**src/rtl/mem_lsu.sv**
```systemverilog
// Load/store unit between the core execute stage and a word-addressed,
// read-registered data memory. Byte-addressed byte/halfword/word requests
// become word-index accesses. Loads are sign- or zero-extended. Sub-word
// stores are done as read-modify-write. Misaligned and out-of-range
// requests are answered with an error and never touch memory.
// Exactly one request is in flight at a time. Responses are one-cycle
// pulses with no backpressure.
module mem_lsu #(
    parameter int XLEN      = 32,
    parameter int MEM_WORDS = 1024
) (
    input  logic            clk_i,
    input  logic            rst_n_i,
    input  logic            req_valid_i,
    output logic            req_ready_o,
    input  logic            req_we_i,
    input  logic [1:0]      req_size_i,
    input  logic            req_unsigned_i,
    input  logic [XLEN-1:0] req_addr_i,
    input  logic [XLEN-1:0] req_wdata_i,
    output logic            rsp_valid_o,
    output logic [XLEN-1:0] rsp_rdata_o,
    output logic            rsp_err_o,
    output logic            mem_we_o,
    output logic [XLEN-1:0] mem_addr_o,
    output logic [XLEN-1:0] mem_wdata_o,
    input  logic [XLEN-1:0] mem_rdata_i
);

    localparam logic [1:0] SZ_BYTE = 2'b00;
    localparam logic [1:0] SZ_HALF = 2'b01;
    localparam logic [1:0] SZ_WORD = 2'b10;
    localparam logic [1:0] SZ_ILL  = 2'b11;

    typedef enum logic [2:0] {
        S_IDLE,
        S_RD_REQ,
        S_RD_DATA,
        S_WR,
        S_RESP
    } state_t;

    // Request fields captured at acceptance. They stay stable for the whole access.
    typedef struct packed {
        logic            we;
        logic [1:0]      size;
        logic            uns;
        logic [1:0]      off;    // byte offset within the word
        logic [XLEN-1:0] widx;   // word index presented to memory
        logic [XLEN-1:0] wdata;
    } req_t;

    state_t          state;
    req_t            cap;

    logic [XLEN-1:0] req_widx;
    logic            req_err;
    logic [7:0]      rd_byte;
    logic [15:0]     rd_half;
    logic [XLEN-1:0] ld_data;
    logic [XLEN-1:0] st_merge;

    assign req_widx    = req_addr_i >> 2;
    assign req_ready_o = (state == S_IDLE);
    assign mem_addr_o  = cap.widx;

    // Reject illegal size, misalignment and indexes beyond the memory at acceptance.
    always_comb begin
        req_err = 1'b0;
        case (req_size_i)
            SZ_ILL:  req_err = 1'b1;
            SZ_HALF: req_err = req_addr_i[0];
            SZ_WORD: req_err = (req_addr_i[1:0] != 2'b00);
            default: req_err = 1'b0;
        endcase
        if (req_widx >= XLEN'(MEM_WORDS))
            req_err = 1'b1;
    end

    // Pick the addressed little-endian lane from the returned word and extend it.
    always_comb begin
        rd_byte = mem_rdata_i[{cap.off, 3'b000} +: 8];
        rd_half = mem_rdata_i[{cap.off[1], 4'b0000} +: 16];
        case (cap.size)
            SZ_BYTE: ld_data = cap.uns ? {{(XLEN-8){1'b0}}, rd_byte}
                                       : {{(XLEN-8){rd_byte[7]}}, rd_byte};
            SZ_HALF: ld_data = cap.uns ? {{(XLEN-16){1'b0}}, rd_half}
                                       : {{(XLEN-16){rd_half[15]}}, rd_half};
            default: ld_data = mem_rdata_i;
        endcase
    end

    // Read-modify-write merge: the old word with only the target lane replaced.
    always_comb begin
        st_merge = mem_rdata_i;
        case (cap.size)
            SZ_BYTE: st_merge[{cap.off, 3'b000} +: 8]      = cap.wdata[7:0];
            SZ_HALF: st_merge[{cap.off[1], 4'b0000} +: 16] = cap.wdata[15:0];
            default: st_merge = mem_rdata_i;
        endcase
    end

    // Writes happen in WR and in the RD_DATA cycle of a sub-word store.
    // Reset gates the write at once, so an aborted access never reaches memory.
    always_comb begin
        mem_we_o    = rst_n_i & ((state == S_WR) | ((state == S_RD_DATA) & cap.we));
        mem_wdata_o = (state == S_RD_DATA) ? st_merge : cap.wdata;
    end

    // Access sequencer. The response registers are set on entering RESP and cleared on leaving it.
    always_ff @(posedge clk_i) begin
        if (!rst_n_i) begin
            state       <= S_IDLE;
            cap         <= '0;
            rsp_valid_o <= 1'b0;
            rsp_rdata_o <= '0;
            rsp_err_o   <= 1'b0;
        end else begin
            case (state)
                S_IDLE: begin
                    if (req_valid_i) begin
                        cap.we    <= req_we_i;
                        cap.size  <= req_size_i;
                        cap.uns   <= req_unsigned_i;
                        cap.off   <= req_addr_i[1:0];
                        cap.widx  <= req_widx;
                        cap.wdata <= req_wdata_i;
                        if (req_err) begin
                            state       <= S_RESP;
                            rsp_valid_o <= 1'b1;
                            rsp_err_o   <= 1'b1;
                            rsp_rdata_o <= '0;
                        end else if (req_we_i && (req_size_i == SZ_WORD)) begin
                            state <= S_WR;
                        end else begin
                            state <= S_RD_REQ;
                        end
                    end
                end
                S_RD_REQ: state <= S_RD_DATA;
                S_RD_DATA: begin
                    state       <= S_RESP;
                    rsp_valid_o <= 1'b1;
                    rsp_err_o   <= 1'b0;
                    rsp_rdata_o <= cap.we ? '0 : ld_data;
                end
                S_WR: begin
                    state       <= S_RESP;
                    rsp_valid_o <= 1'b1;
                    rsp_err_o   <= 1'b0;
                    rsp_rdata_o <= '0;
                end
                S_RESP: begin
                    state       <= S_IDLE;
                    rsp_valid_o <= 1'b0;
                    rsp_err_o   <= 1'b0;
                    rsp_rdata_o <= '0;
                end
                default: state <= S_IDLE;
            endcase
        end
    end

endmodule

```
**config.mk**
```make
export PLATFORM = sky130hd
export DESIGN_NAME = mem_lsu
export DESIGN_NICKNAME = d
export VERILOG_FILES = /design/src/rtl/mem_lsu.sv
export SDC_FILE = /design/constraint.sdc
export NUM_CORES = 1
export LEC_CHECK = 0
export ABC_AREA = 1
export CELL_PAD_IN_SITES_DETAIL_PLACEMENT = 1
export CELL_PAD_IN_SITES_GLOBAL_PLACEMENT = 2
export CORE_UTILIZATION = 26
export CTS_CLUSTER_SIZE = 40
export DETAILED_ROUTE_END_ITERATION = 7
export GPL_ROUTABILITY_DRIVEN = 0
export PLACE_DENSITY = 0.95
export RECOVER_POWER = 50
export SLEW_MARGIN = 10
export SYNTH_ARGS = -nofsm -noshare
export SYNTH_HDL_FRONTEND = slang
export SYNTH_SLANG_ARGS = --single-unit
```
**constraint.sdc**
```tcl
create_clock -name clk_i -period 5.2 [get_ports clk_i]
set_input_delay 1.56 -clock clk_i [delete_from_list [all_inputs] [get_ports clk_i]]
set_output_delay 1.56 -clock clk_i [all_outputs]
set_load 0.005 [all_outputs]
```
== Word-level counts from Yosys, hierarchy flattened ==
Cells that the tools add are included.

* Add/sub/neg operators: 2
* Order comparisons: 1
* Equal/unequal tests: 10
* Shift operators: 6
* Multiplexer cells: 21
* Bitwise gates (word level): 3
* Reductions and logical operators: 14

{| class="wikitable"
|+ Operators with widths
! kind !! number
|-
| 32-bit two-way mux || 6
|-
| 32-bit case mux with 2 select lines || 2
|-
| 32-bit case mux with 3 select lines || 1
|-
| 32-bit bitwise mux || 2
|-
| 16-bit by 7-bit variable shift with 32-bit output (first input constant) || 1
|-
| 8-bit by 7-bit variable shift with 32-bit output (first input constant) || 1
|-
| 16-bit by 7-bit indexed part select with 32-bit output || 1
|-
| 32-bit by 6-bit indexed part select with 16-bit output || 1
|-
| 32-bit by 6-bit indexed part select with 8-bit output || 1
|-
| 8-bit by 7-bit indexed part select with 32-bit output || 1
|-
| 30-bit by 11-bit >= comparator with 1-bit output (second input constant) || 1
|-
| 5-bit negation with 7-bit output || 2
|-
| 3-bit case mux with 3 select lines || 1
|-
| 3-bit AND reduction || 3
|-
| 3-bit by 2-bit == test with 1-bit output (second input constant) || 2
|-
| 3-bit two-way mux || 2
|-
| 1-bit case mux with 3 select lines || 2
|-
| 3-bit nonzero test || 2
|-
| 2-bit by 1-bit == test with 1-bit output (second input constant) || 2
|-
| 2-bit == test (second input constant) || 2
|-
| 2-bit nonzero test || 2
|-
| 2-bit OR reduction || 2
|-
| 3-bit by 1-bit == test with 1-bit output (second input constant) || 1
|-
| 3-bit == test (second input constant) || 1
|-
| other kinds (12) || 15
|}

* Register bits after elaboration: 105
* Input port bits: 103

== Longest topological paths before layout ==
* Depth after elaboration: 6
* Gate-level depth with buffers: 14
* Gate-level depth less buffers: 10

== Worst setup path before layout ==
No wires, ideal clock.

* Path kind: in2out
* Start point: input mem_rdata_i[14]
* End point: output mem_wdata_o[14]
* Arrival time: 1,955 ps
* Required time: 3,640 ps
* Path slack: 1,685 ps
* Stages on the path: 4
* Path buffers: 0
* Cells stage by stage: inv_1 > o22ai_1 > o21ai_0 > o21ai_0

* Longest elaborated chain between the ends: 3

{| class="wikitable"
|+ Ends and longest elaborated chain
! item !! line !! source
|-
| start: declaration || 27 || <nowiki>input logic [XLEN-1:0] mem_rdata_i</nowiki>
|-
| 32-bit bitwise mux, on equally long branches || 98, 97 ||
|-
| 32-bit case mux with 2 select lines (*) || 96 || <nowiki>case (cap.size)</nowiki>
|-
| 32-bit two-way mux (*) || 107 || <nowiki>mem_wdata_o = (state == S_RD_DATA) ? st_merge : cap.wdata;</nowiki>
|-
| end: declaration || 26 || <nowiki>output logic [XLEN-1:0] mem_wdata_o,</nowiki>
|}

Every way passes the cells marked *; elsewhere a longest branch is shown, timed or not.

== Worst setup path after layout ==
* Start point: input mem_rdata_i[31]
* End point: output mem_wdata_o[31]

The elaborated chain is that of the path after synthesis.

==> results_dict.tcl <==
set metrics [dict create \
    grt_max_degree 89 \
    worstSetupEndpointType "output port" \
    synth_edf_count 0 \
    rsz0062_at_grt "false" \
    grt_pass1_vias 6365 \
    gr-total-overflow 0 \
    drive_above_1_share_pct 5.39 \
    num_rows 54 \
    synth_cell_types 36 \
    slowest_stage "clkdlybuf4s50_1" \
    period_minus_slack_ps 4830 \
    swShare_pct 31.6 \
    syn_inst 862 \
    power_switching_mw 0.640 \
    cts_sinks 105 \
    cts_root_buf "clkbuf_16" \
    post-dp-hpwl_mm 17.8 \
    clockBufferDepth 2 \
    clk_pin_slew_worst_paths_ps 80 \
    antenna_found_initial 0 \
    placed_area_mm2 0.00778 \
    reg2reg_to "cap[2]" \
    worstMarginPinSlew_ps 1700 \
    multi_input_area_mm2 0.00296 \
    fmax_mhz 207 \
    critPathBufInv 2 \
    most-common-layout-cells "196 x nand2_1, 134 x clkdlybuf4s50_1, 126 x a21oi_1" \
    p_per_area_mw_per_mm2 251 \
    antenna_left 0 \
    synthArstFlopShare_pct 0 \
    run_status "finished, violations left" \
    final_nets 1105 \
    ys.flop_type "dfxtp_1" \
    drc 26 \
    hold_viol 0 \
    track_usage_pct 20.4 \
    setup_viol 0 \
    cts_hold_repair.buffers 0 \
    r2r_cells 7 \
    via_per_inst 4.97 \
    setup_tns_ps 0 \
    drt_iter0_drc 393 \
    arrival_ps 3270 \
    slew_viol_final 89 \
    cts_tree "yes" \
    dieArea_mm2 0.0231 \
    max_stage_delay_ps 600 \
    start_util_pct 26.7 \
    wl_mm 23.6 \
    clk_latency_ps 360 \
    ys_ff_latch 105 \
    worstReg2RegStart "state[1]" \
    vias 6372 \
    seqCellArea_mm2 0.00210 \
    crit_chain "clkdlybuf4s50_1, o211ai_1, a21boi_0, clkdlybuf4s50_1" \
    setup.worst_path.class "in -> out" \
    h-tree-depth 3 \
    numPortBuffers 200 \
    grt_pass1_wl_mm 36.9 \
    synthToLayoutAreaGrowth_pct 37.8 \
    final.setup_skew_ps 12.7 \
    hold_end "cap[30]" \
    crit_path_max_fanout 4 \
    vdd_ir_drop_max_uv 140 \
    ios 203 \
    relSlewSlack_pct -13.5 \
    fp.dieH_um 152 \
    final_cell_area_mm2 0.00807 \
    worstPathRequired_ps 3640 \
    diodes 0 \
    synth_seq_area_share_pct 35.9 \
    core_mm2 0.0220 \
    numCtsBuffers 9 \
    r2r_slack_ps 2670 \
    cp_common_cell "clkdlybuf4s50_1" \
    pwr-share-seq_pct 42.9 \
    p_int_mw 1.38 \
    hp-start "cap[30]" \
    cts_resized 0 \
    n_fill_cell 2722 \
    routedWlPerCell_um 18.4 \
    die_w_um 152 \
    syn_area_per_cell_um2 6.79 \
    power.leakage_nw 3.15 \
    ys_warn_count 0 \
    crit_path_start_kind "primary input" \
    p_comb_share_pct 23.7 \
    cp_top_family "buffers and inverters" \
    hp-class "reg -> reg" \
    first_pass_iters 7 \
    holdPathStages 2 \
    layout_commonest_cell "nand2_1" \
    postCtsSetupBuffers 0 \
    clkPwrFrac_pct 33.4 \
    violations "design-rule violations, max-capacitance violations, max-slew violations" \
    period_share_pct 92.9 \
    syn-cell-area_mm2 0.00585 \
    drv_cap 2 \
]
Yosys cell counts, types with 7 or more instances:
master     instances  area [µm²]
a21oi_1          126         631
buf_2             15        75.1
buf_4             36         270
clkbuf_1          29         109
dfxtp_1          105        2100
inv_1             68         255
nand2_1          196         736
nand3_1           52         260
nor2_1            38         143
o2111ai_1         11        96.3
o211ai_1          13        97.6
o21ai_0           99         495
o22ai_1            8        50.1
or2_2              7        43.8
area by class of cell:
cell class,instances,share of cell area (%)
clock buffer,9,2.79
multi-input combinational,596,36.7
timing repair buffer,211,25.8
tap,280,4.34
inverter,74,3.54
clock inverter,7,0.791
sequential,105,26.1
state kept, by name (all words and copies together), names as in the netlist:
register     flops
cap             38
mem_addr_o      30
rsp_err_o        1
rsp_rdata_o     32
rsp_valid_o      1
state            3
worst max-delay path by stage:
stage,startpoint,end,slack (ps),cells past startpoint
detailed placement,mem_rdata_i[31],mem_wdata_o[31],440,4
global placement,mem_rdata_i[31],mem_wdata_o[31],410,4
floorplan,mem_rdata_i[14],mem_wdata_o[14],1680,4
finish,mem_rdata_i[31],mem_wdata_o[31],370,4
global route,mem_rdata_i[30],mem_wdata_o[30],330,6
CTS,mem_rdata_i[31],mem_wdata_o[31],410,4
tightest hold or removal path: stages, from the launching register on:
cell and delay (ps):
dfxtp_1 300, inv_1 60, a21oi_1 50
cell families (layout without fill, tap and decap cells):
group / after synthesis / after routing / share of synthesized area, %
AND/OR/NAND/NOR: 306 / 306 / 22.2
AO/OA/AOI/OAI: 283 / 283 / 27.1
buffers and inverters: 162 / 301 / 13.7
flip-flops: 105 / 105 / 35.9
adder cells (fa/ha/maj): 5 / 5 / 1.07
other: 1 / 2 / 0.0641
layer usage:
layer  up-vias  track usage (%)  share of wire (%)
met5         -                0                  0
met4         0             5.73                1.8
met3        25             5.53                7.9
met2       205             33.4                 46
met1      3014             26.4                 44
li1       3128                -                  -
stage by stage:
step	hold slack [ps]	utilization, %	power [mW]	std cells	setup slack (ps)
final	459	36.7	2.02	1282	370
after CTS	461	36.7	2.06	1282	413
after floorplan	425	-	1.15	863	1680
after global routing	481	36.7	2.13	1282	326
after detailed placement	448	35.4	1.37	1266	437
after global placement	445	35.4	1.36	1266	409
power by group through the flow:
| stage | combinational (mW) | clock, mW | sequential, mW |
|---|---|---|---|
| after global routing | 0.524 | 0.734 | 0.872 |
| final | 0.479 | 0.676 | 0.867 |
| after detailed placement | 0.483 | 0 | 0.887 |
| after floorplan | 0.272 | 0 | 0.876 |
| after global placement | 0.478 | 0 | 0.884 |
| after CTS | 0.486 | 0.709 | 0.868 |
(Power assumes the default switching activity.)
